`src/rtl/cpu_sm_outreg_if.sv`:
```
// Bus bundle between the CPU state-machine decode (master) and its registered
// output stage (slave): the 18-bit decode word in, bus strobes and controls out.
interface cpu_sm_outreg_if;
    localparam int unsigned SmW = 18;

    logic [SmW-1:0] SM_D;
    logic           PAS_;
    logic           PDS_;
    logic           SIZE1;
    logic           BREQ_;
    logic           BGACK_;
    logic           BUSOE;
    logic [1:0]     F2CPU;
    logic [1:0]     PLW;
    logic [1:0]     DIE;
    logic           BRIDGEOUT;
    logic           BRIDGEIN;
    logic           INCFIFO;
    logic           DECFIFO;
    logic           INCNI;
    logic           INCNO;
    logic           STOPFLUSH;
    logic           WDOG_TRIP;

    modport master (
        output SM_D,
        input  PAS_, PDS_, SIZE1, BREQ_, BGACK_, BUSOE, F2CPU, PLW, DIE,
               BRIDGEOUT, BRIDGEIN, INCFIFO, DECFIFO, INCNI, INCNO,
               STOPFLUSH, WDOG_TRIP
    );

    modport slave (
        input  SM_D,
        output PAS_, PDS_, SIZE1, BREQ_, BGACK_, BUSOE, F2CPU, PLW, DIE,
               BRIDGEOUT, BRIDGEIN, INCFIFO, DECFIFO, INCNI, INCNO,
               STOPFLUSH, WDOG_TRIP
    );
endinterface

```
`src/rtl/cpu_sm_outreg.sv`:
```
// Registered output stage of the CPU bus-master state machine: level capture,
// single-cycle FIFO/pointer strobes, optional bus-cycle watchdog (CPU_SM_WATCHDOG_EN).
module cpu_sm_outreg #(
    parameter int unsigned WDOG_CYCLES = 255,
    parameter int unsigned WDOG_W      = 8
) (
    input  logic            CLK,
    input  logic            RST,
    cpu_sm_outreg_if.slave  bus
);
    localparam int unsigned SmW = 18;
    // Idle decode word: active-low inputs (nINCNI, nBREQ, nSTOPFLUSH, nBRIDGEIN) held inactive.
    localparam logic [SmW-1:0] QReset = 18'h12003;

    logic [SmW-1:0] q;
    logic           abort;
    logic           inc_fifo;
    logic           dec_fifo;
    logic           inc_ni;
    logic           inc_no;

    logic           inc_rise;
    logic           dec_rise;
    logic           ni_rise;
    logic           no_rise;

    // Rising-edge detect of each count request against its last-cycle level held in q.
    always_comb begin
        inc_rise = bus.SM_D[10] & ~q[10];
        dec_rise = bus.SM_D[11] & ~q[11];
        ni_rise  = ~bus.SM_D[0] & q[0];
        no_rise  = bus.SM_D[12] & ~q[12];
    end

    always_ff @(posedge CLK) begin
        if (RST) begin
            q        <= QReset;
            inc_fifo <= 1'b0;
            dec_fifo <= 1'b0;
            inc_ni   <= 1'b0;
            inc_no   <= 1'b0;
        end else begin
            q        <= bus.SM_D;
            // Coincident increment and decrement cancel out.
            inc_fifo <= inc_rise & ~dec_rise;
            dec_fifo <= dec_rise & ~inc_rise;
            inc_ni   <= ni_rise;
            inc_no   <= no_rise;
        end
    end

`ifdef CPU_SM_WATCHDOG_EN
    logic [WDOG_W-1:0] wdog_cnt;

    // Count strobe-asserted cycles; abort holds until the address strobe request drops.
    always_ff @(posedge CLK) begin
        if (RST) begin
            wdog_cnt <= '0;
            abort    <= 1'b0;
        end else begin
            if (!q[3]) begin
                wdog_cnt <= '0;
            end else if (!abort && (wdog_cnt != WDOG_W'(WDOG_CYCLES))) begin
                wdog_cnt <= wdog_cnt + WDOG_W'(1);
            end

            if (abort) begin
                abort <= bus.SM_D[3];
            end else if (bus.SM_D[3] && q[3] && (wdog_cnt == WDOG_W'(WDOG_CYCLES))) begin
                abort <= 1'b1;
            end
        end
    end
`else
    logic unused_wdog;

    assign abort       = 1'b0;
    assign unused_wdog = ^WDOG_W'(WDOG_CYCLES);
`endif

    // Output decode straight from flops; PDS_ is qualified by PAS_ so it never leads it.
    assign bus.PAS_      = ~(q[3] & ~abort);
    assign bus.PDS_      = ~(q[4] & q[3] & ~abort);
    assign bus.SIZE1     = q[2] & q[17];
    assign bus.BREQ_     = q[1];
    assign bus.BGACK_    = ~q[17];
    assign bus.BUSOE     = q[17];
    assign bus.F2CPU     = {q[6], q[5]};
    assign bus.PLW       = {q[9], q[8]};
    assign bus.DIE       = {q[14], q[15]};
    assign bus.BRIDGEOUT = q[7];
    assign bus.BRIDGEIN  = ~q[16];
    assign bus.STOPFLUSH = ~q[13];
    assign bus.INCFIFO   = inc_fifo;
    assign bus.DECFIFO   = dec_fifo;
    assign bus.INCNI     = inc_ni;
    assign bus.INCNO     = inc_no;
    assign bus.WDOG_TRIP = abort;
endmodule

```
`src/flat_wrapper.sv`:
```
// flat-port wrapper written by rule: the top's interface ports become plain ports
module cpu_sm_outreg_flat 
#(
    parameter int unsigned WDOG_CYCLES = 255,
    parameter int unsigned WDOG_W      = 8
)
  (CLK, RST, bus_SM_D, bus_PAS_, bus_PDS_, bus_SIZE1, bus_BREQ_, bus_BGACK_, bus_BUSOE, bus_F2CPU, bus_PLW, bus_DIE, bus_BRIDGEOUT, bus_BRIDGEIN, bus_INCFIFO, bus_DECFIFO, bus_INCNI, bus_INCNO, bus_STOPFLUSH, bus_WDOG_TRIP);
  cpu_sm_outreg_if bus_i ();
  input  logic CLK;
  input  logic RST;
  input wire logic [$bits(bus_i.SM_D)-1:0] bus_SM_D;
  output wire logic [$bits(bus_i.PAS_)-1:0] bus_PAS_;
  output wire logic [$bits(bus_i.PDS_)-1:0] bus_PDS_;
  output wire logic [$bits(bus_i.SIZE1)-1:0] bus_SIZE1;
  output wire logic [$bits(bus_i.BREQ_)-1:0] bus_BREQ_;
  output wire logic [$bits(bus_i.BGACK_)-1:0] bus_BGACK_;
  output wire logic [$bits(bus_i.BUSOE)-1:0] bus_BUSOE;
  output wire logic [$bits(bus_i.F2CPU)-1:0] bus_F2CPU;
  output wire logic [$bits(bus_i.PLW)-1:0] bus_PLW;
  output wire logic [$bits(bus_i.DIE)-1:0] bus_DIE;
  output wire logic [$bits(bus_i.BRIDGEOUT)-1:0] bus_BRIDGEOUT;
  output wire logic [$bits(bus_i.BRIDGEIN)-1:0] bus_BRIDGEIN;
  output wire logic [$bits(bus_i.INCFIFO)-1:0] bus_INCFIFO;
  output wire logic [$bits(bus_i.DECFIFO)-1:0] bus_DECFIFO;
  output wire logic [$bits(bus_i.INCNI)-1:0] bus_INCNI;
  output wire logic [$bits(bus_i.INCNO)-1:0] bus_INCNO;
  output wire logic [$bits(bus_i.STOPFLUSH)-1:0] bus_STOPFLUSH;
  output wire logic [$bits(bus_i.WDOG_TRIP)-1:0] bus_WDOG_TRIP;
  assign bus_i.SM_D = bus_SM_D;
  assign bus_PAS_ = bus_i.PAS_;
  assign bus_PDS_ = bus_i.PDS_;
  assign bus_SIZE1 = bus_i.SIZE1;
  assign bus_BREQ_ = bus_i.BREQ_;
  assign bus_BGACK_ = bus_i.BGACK_;
  assign bus_BUSOE = bus_i.BUSOE;
  assign bus_F2CPU = bus_i.F2CPU;
  assign bus_PLW = bus_i.PLW;
  assign bus_DIE = bus_i.DIE;
  assign bus_BRIDGEOUT = bus_i.BRIDGEOUT;
  assign bus_BRIDGEIN = bus_i.BRIDGEIN;
  assign bus_INCFIFO = bus_i.INCFIFO;
  assign bus_DECFIFO = bus_i.DECFIFO;
  assign bus_INCNI = bus_i.INCNI;
  assign bus_INCNO = bus_i.INCNO;
  assign bus_STOPFLUSH = bus_i.STOPFLUSH;
  assign bus_WDOG_TRIP = bus_i.WDOG_TRIP;
  cpu_sm_outreg #(.WDOG_CYCLES(WDOG_CYCLES), .WDOG_W(WDOG_W)) u_core (.CLK(CLK), .RST(RST), .bus(bus_i));
endmodule
```
`config.mk`:
```
export PLATFORM = sky130hd
export DESIGN_NAME = cpu_sm_outreg_flat
export DESIGN_NICKNAME = d
export VERILOG_FILES = /design/src/rtl/cpu_sm_outreg_if.sv /design/src/rtl/cpu_sm_outreg.sv /design/src/flat_wrapper.sv
export SDC_FILE = /design/constraint.sdc
export NUM_CORES = 1
export LEC_CHECK = 0
export CAP_MARGIN = 40
export CORE_AREA = 3 3 52 54
export DETAILED_ROUTE_END_ITERATION = 8
export DIE_AREA = 0 0 55 57
export PLACE_DENSITY = 0.68
export SYNTH_ARGS = -nofsm -noshare
export SYNTH_HDL_FRONTEND = slang
export SYNTH_SLANG_ARGS = --single-unit
```
`constraint.sdc`:
```
create_clock -name CLK -period 0.8 [get_ports CLK]
set_input_delay 0.24 -clock CLK [delete_from_list [all_inputs] [get_ports CLK]]
set_output_delay 0.24 -clock CLK [all_outputs]
set_load 0.01 [all_outputs]
```
# ---- After elaboration in Yosys (flattened, before gate mapping)
# Cells that the tools add are included.
# W data, S select, Z words.
dict set report word_totals {
  register_bits 22
  word_cells 24
}
dict set report op_classes {
  n_bitwise 19
}
# cell n
set op_table {}
lappend op_table {{$not A1 Y1} 11}
lappend op_table {{$and A1 B1 Y1} 8}

# ---- Logic depth before layout (Yosys ltp)
dict set report logic_depth {
  ltp_word 4
  mapped_depth 3
}

# ---- Worst setup path after synthesis
# Ideal clock, no wire load.
dict set report synth_timing {
  path_kind {register -> output}
  startpoint {register u_core.q[17]}
  endpoint {output bus_SIZE1}
  arrival_time_ps 546
  required_ps 560
  path_slack_ps 14
  stages_incl_launch_ff 2
  path_buffers 0
  path_cell_list {dfxtp_1 -> and2_1}
}
dict set report synth_via {
  elab_chain_len 1
}
# item line
set synth_rtl {}
lappend synth_rtl {{from (decl)} cpu_sm_outreg.sv:15} ;# logic [SmW-1:0] q;
lappend synth_rtl {{from (signal assigned)} cpu_sm_outreg.sv:37} ;# q <= QReset;
lappend synth_rtl {{from (signal assigned)} cpu_sm_outreg.sv:43} ;# q <= bus.SM_D;
lappend synth_rtl {{$and A1 B1 Y1} cpu_sm_outreg.sv:84} ;# assign bus.SIZE1 = q[2] & q[17];
lappend synth_rtl {{to (decl)} flat_wrapper.sv:14} ;# output wire logic [$bits(bus_i.SIZE1)-1:0] bus_SIZE1;
# Every way passes these cells.

# ---- Final worst setup path
# Same ends and word-level chain as after synthesis.

==> flow_summary.toml <==
[run_status]
status = "finished, violations left"
violations = "negative setup slack"

[worst_setup_path]
cp-end-kind = "output pin"
critPathMaxFanout = 3
worstSetupPathType = "reg2out"
startpoint_type = "register"
critPathRequiredTime_ns = 0.56
crit_arrival_ns = 0.88

[placement]
routabilityCongestion = 0.5690
port_buffers = 38
dp_cells = 122
hpwl_um = 973.7
placed_area_um2 = 1069

[drt]
drc = 0
drtPass1Iterations = 2
vias_per_cell = 3.897
final_antenna_net_count = 0
route.vias.total = 491
drtIter0Drc = 1
routed_wl_um = 1267
wl_per_cell_um = 10.06

[clock_network]
cts_tree = "built"
cts.htree.levels = 1
cts_hold_buf = 0
clk_pin_slew_ns = 0.11
cts_sinks = 22
cts_setup_buffers = 0
cts_inserted_buffers = 3
clock_latency_ns = 0.29
cts_root_buf = "clkbuf_4"
clockBufferDepth = 2

[synthesis]
netlist_area_um2 = 706.9
yosys_warnings = 0
avgSynthCellArea_um2 = 11.22
synth_seq_cells = 22
synth_cells = 63
mappedNetlistNets = 83
yosysUniqueCellTypes = 15
yosysSeqAreaShare = 0.6230

[sta]
drv_slew = 0
finalClockSkew_ns = 0.0001273
min_period_ns = 1.119
finalCritPeriodShare = 1.399
setup_violations = 19
worst_hold_slack_ns = 0.2004
setup_ws_ns = -0.3194
fmax_ghz = 0.8933
rsz0062_at_grt = "yes"
fin_setup_tns_ns = -3.655
hold_viol = 0

[die]
die_area_um2 = 3135
row_count = 17
pin_count = 40
coreArea_um2 = 2255
fp.dieH_um = 57
die_x_um = 55
start_util = 0.3135

[global_route]
grt_antenna_before_repair = 0
grt_usage = 0.08428
grt_max_degree = 13
grt_pass1_wl_um = 1856
grt_pass1_vias = 455
grt_overflow_total = 0

[finish]
layout.cells.non_filler = 126
final_cell_mix = "clkdlybuf4s50_1 (17), dfxtp_1 (16), buf_2 (12)"
fin_nets = 119
area_growth_pct = 54.69
final_layout_size_suffix_gt1_frac = 0.4184
finalInstanceArea_um2 = 1094
n_antenna_cell = 0
final_common_cell = "clkdlybuf4s50_1"
final_core_util = 0.4850

[pwr]
p_leak_nw = 0.5207
vdd_drop_max_mv = 1.017
p_per_area_nw_per_um2 = 1846

[hold_path]
min_path_type = "in2reg"

[run]
drv_cap = 0
-- what timing repair did --
action                     CTS  global route
setup endpoints to repair   33            21
pin swaps                    0             0
gates resized for setup     86            15
-- registers in the layout, summed over array words and instances (netlist names) --
register            cells
u_core.bus.DECFIFO      1
u_core.bus.INCNO        1
u_core.bus.INCNI        1
u_core.q               18
u_core.bus.INCFIFO      1
-- critical path, cell delays in order (launching register included) --
cell	delay (ns)
dfxtp_2	0.35
and2_4	0.14
buf_6	0.11
-- cell families (layout without fill, tap and decap cells) --
kind of cell | Yosys count | after routing | share of synthesized area
buffers and inverters | 14 | 49 | 0.1239
other | 1 | 1 | 0.005305
DFF | 22 | 22 | 0.6230
and+or+nand+nor | 26 | 26 | 0.2478
-- metrics by stage --
| stage | worst slack (ns) | total power, W |
|---|---|---|
| global placement | -0.3936 | 0.001477 |
| detailed placement | -0.4296 | 0.001483 |
| CTS | -0.3284 | 0.002028 |
| finish | -0.3194 | 0.002018 |
| floorplan | 0.01396 | 0.001313 |
| global route | -0.3671 | 0.002134 |
-- Yosys cell counts --
| cell type | count | area (µm²) |
|---|---|---|
| dfxtp_1 | 22 | 440.4 |
| buf_6 | 1 | 11.26 |
| nand2_1 | 1 | 3.750 |
| and2_1 | 1 | 6.260 |
| buf_2 | 1 | 5.000 |
| nor2b_2 | 1 | 8.760 |
| and2b_1 | 6 | 45.04 |
| or2_1 | 3 | 18.77 |
| buf_4 | 7 | 52.55 |
| nor2b_1 | 10 | 62.56 |
| inv_1 | 5 | 18.77 |
| conb_1 | 1 | 3.750 |
| or2_4 | 1 | 8.760 |
| nor2_2 | 1 | 6.260 |
| nor3b_1 | 2 | 15.01 |
-- area by class of cell --
class,count,area (µm²)
fillers,224,1161
flip-flops and latches,22,447.9
repair buffers,40,349.1
multi-input cells,27,206.4
clock buffers,4,36.28
well taps,28,35.03
inverters,5,18.77
-- metal layers --
| layer | global-route usage | vias up | wire length [µm] |
|---|---|---|---|
| met5 | 0 | - | 0 |
| met2 | 0.1368 | 29 | 583 |
| met1 | 0.08914 | 213 | 446 |
| li1 | - | 247 | - |
| met3 | 0.03133 | 2 | 223 |
| met4 | 0.05208 | 0 | 14 |
-- power by group --
part           leakage (nW)  internal (W)  switching [W]  total (W)
registers             0.184       0.00116      0.0000204    0.00118
clock network        0.0210      0.000277       0.000292   0.000569
logic                 0.316      0.000182      0.0000904   0.000273
total                 0.521       0.00162       0.000403    0.00202
-- path summary, 6_finish.rpt --
kind,startpoint,end,slack [ns],cells after the start
worst max-delay path,u_core.q[17],bus_SIZE1,-0.32,2
worst max register to register,u_core.q[10],u_core.bus.INCFIFO,0.13,2
worst min register to register,u_core.q[12],u_core.bus.INCNO,0.39,1
worst min-delay path,bus_SM_D[11],u_core.q[11],0.20,2
No activity file was read; power rests on OpenSTA's default activity.
